===== config.mk =====
export PLATFORM = sky130hd
export DESIGN_NAME = imm_table_writer
export DESIGN_NICKNAME = d
export VERILOG_FILES = /design/src/rtl/imm_pkg.sv /design/src/rtl/imm_decode.sv /design/src/rtl/imm_table_writer.sv
export SDC_FILE = /design/constraint.sdc
export NUM_CORES = 1
export LEC_CHECK = 0
export ABC_AREA = 1
export CAP_MARGIN = 0
export CELL_PAD_IN_SITES_DETAIL_PLACEMENT = 0
export CELL_PAD_IN_SITES_GLOBAL_PLACEMENT = 2
export CORE_ASPECT_RATIO = 0.5
export CORE_MARGIN = 4
export CORE_UTILIZATION = 23
export CTS_BUF_LIST = sky130_fd_sc_hd__clkbuf_16
export CTS_CLUSTER_DIAMETER = 200
export DETAILED_ROUTE_END_ITERATION = 8
export PLACE_DENSITY_LB_ADDON = 0.1
export SETUP_SLACK_MARGIN = 0.1
export SLEW_MARGIN = 25
export SYNTH_ARGS = -nofsm -noshare
export SYNTH_HDL_FRONTEND = slang
export SYNTH_SLANG_ARGS = --single-unit
export TNS_END_PERCENT = 1

===== constraint.sdc =====
create_clock -name clk -period 2 [get_ports clk]
set_clock_uncertainty 0.15 [all_clocks]
set_input_delay 0.5 -clock clk [delete_from_list [all_inputs] [get_ports clk]]
set_output_delay 0.5 -clock clk [all_outputs]
set_load 0.01 [all_outputs]

===== src/rtl/imm_pkg.sv =====
// Shared types and constants for the immediate-table writer and its decoder.
package imm_pkg;

    // Format tag written alongside every table entry.
    typedef enum logic [2:0] {
        KindNone = 3'd0,
        KindI    = 3'd1,
        KindS    = 3'd2,
        KindB    = 3'd3,
        KindU    = 3'd4,
        KindJ    = 3'd5
    } imm_kind_e;

    // RV32I major opcodes, inst[6:0].
    localparam logic [6:0] OP_LOAD   = 7'b0000011;
    localparam logic [6:0] OP_IMM    = 7'b0010011;
    localparam logic [6:0] OP_JALR   = 7'b1100111;
    localparam logic [6:0] OP_STORE  = 7'b0100011;
    localparam logic [6:0] OP_BRANCH = 7'b1100011;
    localparam logic [6:0] OP_LUI    = 7'b0110111;
    localparam logic [6:0] OP_AUIPC  = 7'b0010111;
    localparam logic [6:0] OP_JAL    = 7'b1101111;
    localparam logic [6:0] OP_REG    = 7'b0110011;

    // Load-session sequencing.
    typedef enum logic [1:0] {
        StIdle  = 2'd0,
        StLoad  = 2'd1,
        StFlush = 2'd2,
        StDone  = 2'd3
    } wr_state_e;

    // Instruction address of table entry idx: entries are consecutive 32-bit words.
    function automatic logic [31:0] entry_addr(input logic [31:0] base, input logic [31:0] idx);
        return base + (idx << 2);
    endfunction

endpackage


===== src/rtl/imm_decode.sv =====
// Combinational RV32I immediate extractor. Returns the raw (unextended) immediate
// fields for the instruction's format; fields that do not apply are zero.
module imm_decode
    import imm_pkg::*;
(
    input  logic [31:0] inst,
    output imm_kind_e   kind,
    output logic [11:0] imm12,
    output logic [19:0] imm20,
    output logic [31:0] imm32,
    output logic        illegal
);

    // Select format by opcode and gather the scattered immediate bits.
    always_comb begin
        kind    = KindNone;
        imm12   = '0;
        imm20   = '0;
        imm32   = '0;
        illegal = 1'b0;
        case (inst[6:0])
            OP_LOAD, OP_IMM, OP_JALR: begin
                kind  = KindI;
                imm12 = inst[31:20];
            end
            OP_STORE: begin
                kind  = KindS;
                imm12 = {inst[31:25], inst[11:7]};
            end
            OP_BRANCH: begin
                // Bits [12:1] of the branch offset; bit 0 is implicitly zero.
                kind  = KindB;
                imm12 = {inst[31], inst[7], inst[30:25], inst[11:8]};
            end
            OP_LUI, OP_AUIPC: begin
                kind  = KindU;
                imm32 = {inst[31:12], 12'h000};
            end
            OP_JAL: begin
                // Bits [20:1] of the jump offset.
                kind  = KindJ;
                imm20 = {inst[31], inst[19:12], inst[20], inst[30:21]};
            end
            OP_REG: begin
                // Register-register ops carry no immediate but are legal.
                kind = KindNone;
            end
            default: begin
                illegal = 1'b1;
            end
        endcase
    end

endmodule


===== src/rtl/imm_table_writer.sv =====
// Loads a stream of RV32I instruction words into the per-instruction immediate
// table: one registered table write per accepted beat, starting at BASE_ADDR.
module imm_table_writer
    import imm_pkg::*;
#(
    parameter int unsigned DEPTH     = 37,
    parameter int unsigned BASE_ADDR = 40,
    parameter int unsigned IDX_W     = 6
) (
    input  logic             clk,
    input  logic             reset,
    input  logic             start,
    input  logic             in_valid,
    output logic             in_ready,
    input  logic [31:0]      in_inst,
    input  logic             in_last,
    output logic             wr_en,
    output logic [IDX_W-1:0] wr_index,
    output logic [31:0]      wr_addr,
    output logic [2:0]       wr_kind,
    output logic [11:0]      wr_imm12,
    output logic [19:0]      wr_imm20,
    output logic [31:0]      wr_imm32,
    output logic             busy,
    output logic             done,
    output logic             err_opcode,
    output logic             err_overflow,
    output logic [IDX_W:0]   count
);

    localparam logic [IDX_W-1:0] LastIdx = IDX_W'(DEPTH - 1);

    wr_state_e        state_q, state_d;
    logic [IDX_W-1:0] idx_q;
    logic [IDX_W:0]   count_q;
    logic             err_opcode_q;
    logic             err_overflow_q;

    logic             wr_en_q;
    logic [IDX_W-1:0] wr_index_q;
    logic [31:0]      wr_addr_q;
    logic [2:0]       wr_kind_q;
    logic [11:0]      wr_imm12_q;
    logic [19:0]      wr_imm20_q;
    logic [31:0]      wr_imm32_q;

    imm_kind_e        dec_kind;
    logic [11:0]      dec_imm12;
    logic [19:0]      dec_imm20;
    logic [31:0]      dec_imm32;
    logic             dec_illegal;

    logic             accept;
    logic             at_end;
    logic             session_start;

    imm_decode u_decode (
        .inst    (in_inst),
        .kind    (dec_kind),
        .imm12   (dec_imm12),
        .imm20   (dec_imm20),
        .imm32   (dec_imm32),
        .illegal (dec_illegal)
    );

    assign in_ready      = (state_q == StLoad);
    assign accept        = in_valid & in_ready;
    assign at_end        = (idx_q == LastIdx);
    assign session_start = (state_q == StIdle) & start;

    // Next-state logic for the load session.
    always_comb begin
        state_d = state_q;
        unique case (state_q)
            StIdle: begin
                if (start) state_d = StLoad;
            end
            StLoad: begin
                // A full table ends the session even without in_last.
                if (accept && (in_last || at_end)) state_d = StFlush;
            end
            StFlush: begin
                state_d = StDone;
            end
            StDone: begin
                state_d = StIdle;
            end
            default: begin
                state_d = StIdle;
            end
        endcase
    end

    // State register.
    always_ff @(posedge clk) begin
        if (reset) begin
            state_q <= StIdle;
        end else begin
            state_q <= state_d;
        end
    end

    // Session bookkeeping: entry index, count and sticky error flags.
    always_ff @(posedge clk) begin
        if (reset) begin
            idx_q          <= '0;
            count_q        <= '0;
            err_opcode_q   <= 1'b0;
            err_overflow_q <= 1'b0;
        end else if (session_start) begin
            idx_q          <= '0;
            count_q        <= '0;
            err_opcode_q   <= 1'b0;
            err_overflow_q <= 1'b0;
        end else if (accept) begin
            idx_q   <= idx_q + IDX_W'(1);
            count_q <= count_q + (IDX_W + 1)'(1);
            if (dec_illegal) err_opcode_q <= 1'b1;
            if (at_end && !in_last) err_overflow_q <= 1'b1;
        end
    end

    // Registered write port; fields hold their last value between writes.
    always_ff @(posedge clk) begin
        if (reset) begin
            wr_en_q    <= 1'b0;
            wr_index_q <= '0;
            wr_addr_q  <= '0;
            wr_kind_q  <= '0;
            wr_imm12_q <= '0;
            wr_imm20_q <= '0;
            wr_imm32_q <= '0;
        end else begin
            wr_en_q <= accept;
            if (accept) begin
                wr_index_q <= idx_q;
                wr_addr_q  <= entry_addr(32'(BASE_ADDR), 32'(idx_q));
                wr_kind_q  <= dec_kind;
                wr_imm12_q <= dec_imm12;
                wr_imm20_q <= dec_imm20;
                wr_imm32_q <= dec_imm32;
            end
        end
    end

    assign wr_en        = wr_en_q;
    assign wr_index     = wr_index_q;
    assign wr_addr      = wr_addr_q;
    assign wr_kind      = wr_kind_q;
    assign wr_imm12     = wr_imm12_q;
    assign wr_imm20     = wr_imm20_q;
    assign wr_imm32     = wr_imm32_q;
    assign busy         = (state_q != StIdle);
    assign done         = (state_q == StDone);
    assign err_opcode   = err_opcode_q;
    assign err_overflow = err_overflow_q;
    assign count        = count_q;

endmodule


==> results.yml <==
outcome:
  status: "finished clean"
timing:
  report.final.slew_viol_count: 0
  period_needed_ns: 1.92
  relSlewSlack_pct: 63.0
  hold_ws_ns: 0.308
  tightest_slew_ns: 0.554
  totalNegativeSetupSlack_ns: 0
  hold_violations: 0
  finalSetupViolCount: 0
  timing.final.crit_share_pct: 95.9
  rsz0062_at_grt: "true"
  max_freq_mhz: 522
final_layout:
  drive_gt1_share_pct: 11.7
  layout_commonest_cell: "nand2_1"
  fin_nets: 735
  fin_util_pct: 34.8
  stdcell_count: 920
  final_cell_mix: "nand2_1 (155), clkdlybuf4s50_1 (111), dfxtp_1 (80)"
  diodes: 0
  areaGrowthSynthToFinish_pct: 44.9
grt:
  grt.overflow.total: 0
  antenna_found_initial: 0
  grt_pass1_vias: 3662
  grt.total_usage_pct: 13.2
  grt_max_degree: 43
  grt_pass1_wl_mm: 20.6
setup_path:
  worst_setup_path_end_kind: "primary output"
  cp-start-kind: "flip-flop"
  critPathMaxStageDelay_ns: 0.56
  critPathKind: "reg -> out"
  crit_chain: "clkdlybuf4s50_1"
  worstPathRequired_ns: 1.35
  r2r-start: "state_q[1]"
  critPathBufInv: 1
  crit_start: "wr_index[0]"
  cpMaxStageDelayCell: "clkdlybuf4s50_1"
  arrival_ns: 1.27
  cp_top_family: "buffers and inverters"
  crit_fanout: 3
clock_network:
  numCtsBuffers: 9
  h-tree-depth: 3
  cts.sink_count: 85
  clk_pin_slew_worst_paths_ns: 0.06
  insertion_delay_ns: 0.34
  cts_buffer_depth: 2
  cts_root_buf: "clkbuf_16"
  cts_tree: "built"
min_path:
  min_from: "wr_imm32[14]"
  min_path_type: "reg -> reg"
detailed_routing:
  num_vias: 3723
  drc: 0
  routedWlPerCell_um: 14.3
  drtAntennaViolNets: 0
  drt_first_pass_iters: 4
  drt-initial-drc-count: 216
  postRouteWirelength_mm: 13.1
  viasPerCell: 4.05
floorplan:
  fp.dieH_um: 101
  die_w_um: 195
  die_area_um2: 19800
  pin_count: 155
  initial_utilization_pct: 24.0
  coreArea_um2: 16700
  rows: 33
synthesis:
  synth_cells: 552
  synth_compound_area_share_pct: 11.8
  syn_avg_cell_area_um2: 7.27
  ys_seq_area_share_pct: 42.4
  synth.cell_area_um2: 4010
  yosys.area_share.simple_pct: 26.9
  ys.warnings.count: 0
  synth_mux_area_share_pct: 0
  synth-seq-cells: 85
  synth_xor_area_share_pct: 0.873
  ys_types: 30
  synth_top_family_by_area: "simple AND/OR/NAND/NOR gates"
  synthAdderAreaFrac_pct: 2.81
placed_design:
  place.gp.congestion: 0.744
  io_buffers: 117
  dp.cells: 905
  hpwl_mm: 9.90
pwr:
  vdd_drop_max_v: 0.000435
  leakage_uw: 0.00232
  power_density_nw_per_um2: 850
job:
  maxCapViolations: 0
-- routing by layer --
layer,global-route usage [%],share of wire (%),vias to the layer above
met2,20.8,44,76
met1,18.4,51,1685
met4,2.73,0.42,0
met5,0,0,-
met3,3.62,4.4,2
li1,-,-,1960
-- registers in the layout, summed over array words and instances, names as in the netlist, 3 cells and up --
name,count
wr_imm12,12
wr_imm20,20
wr_index,6
idx_q,6
count,7
wr_addr,6
wr_imm32,20
wr_kind,3
-- area by class of cell --
type	count	area [µm²]
Tap cell	227	284
Clock buffer	9	225
Timing Repair Buffer	159	1550
Inverter	39	146
Multi-Input combinational cell	395	1850
Fill cell	1830	10900
Clock inverter	6	56.3
Sequential cell	85	1710
-- final timing paths --
check | end | slack, ns | cells past startpoint
setup / recovery | wr_addr[2] | 0.08 | 1
setup reg to reg | err_opcode | 0.26 | 9
hold reg to reg | wr_imm32[14] | 0.31 | 2
hold / removal | wr_imm32[14] | 0.31 | 2
-- logic make-up (layout without fill, tap and decap cells) --
| kind of cell | after synthesis | after routing |
|---|---|---|
| AND/OR/NAND/NOR | 256 | 256 |
| buffers and inverters | 108 | 213 |
| AO/OA/AOI/OAI | 89 | 89 |
| flip-flops | 85 | 85 |
| adder cells (fa/ha/maj) | 9 | 9 |
| XOR/XNOR | 4 | 4 |
| other | 1 | 37 |
-- synthesized netlist by cell type (all sizes together) --
master | number | area share, %
buf | 62 | 11
a211oi | 2 | 0.37
clkbuf | 7 | 0.65
inv | 39 | 3.6
nand2 | 162 | 16
ha | 9 | 2.8
a21oi | 72 | 9.4
xnor2 | 2 | 0.44
dfxtp | 85 | 42
a2111oi | 1 | 0.25
nor2 | 33 | 3.5
nor4 | 1 | 0.16
nand4 | 1 | 0.16
or2 | 1 | 0.16
o21ai | 12 | 1.5
a31oi | 2 | 0.31
nor3 | 6 | 0.87
conb | 1 | 0.093
nand3 | 52 | 6.5
xor2 | 2 | 0.44
-- tightest hold or removal path, stage by stage, from the launching register on --
cell     delay, ns
dfxtp_1       0.31
nand2_1       0.06
a21oi_1       0.05
-- repair_timing --
item / in CTS / in global routing
setup buffers: 0 / 0
gates resized for setup: 9 / 8
hold buffers: 0 / 0
hold endpoints to repair: 0 / 0
endpoints found under the setup margin: 34 / 94
-- where the power goes --
part	total (µW)	internal (µW)	switching, µW
Sequential	1900	1830	79.1
Combinational	1410	621	787
Clock	1630	950	678
Total	4940	3400	1540
-- through the flow --
| step | cell area (µm²) | setup slack, ns | total power [µW] |
|---|---|---|---|
| 2_1_floorplan | 4150 | 0.383 | 2690 |
| 3_3_place_gp | 5520 | -0.285 | 3390 |
| 3_5_place_dp | 5520 | -0.245 | 3380 |
| 4_1_cts | 5800 | 0.0355 | 5020 |
| 5_1_grt | 5810 | 0.0295 | 5250 |
| 6_report | 5810 | 0.0828 | 4940 |
Note: power is estimated with default switching activity, not from simulation.
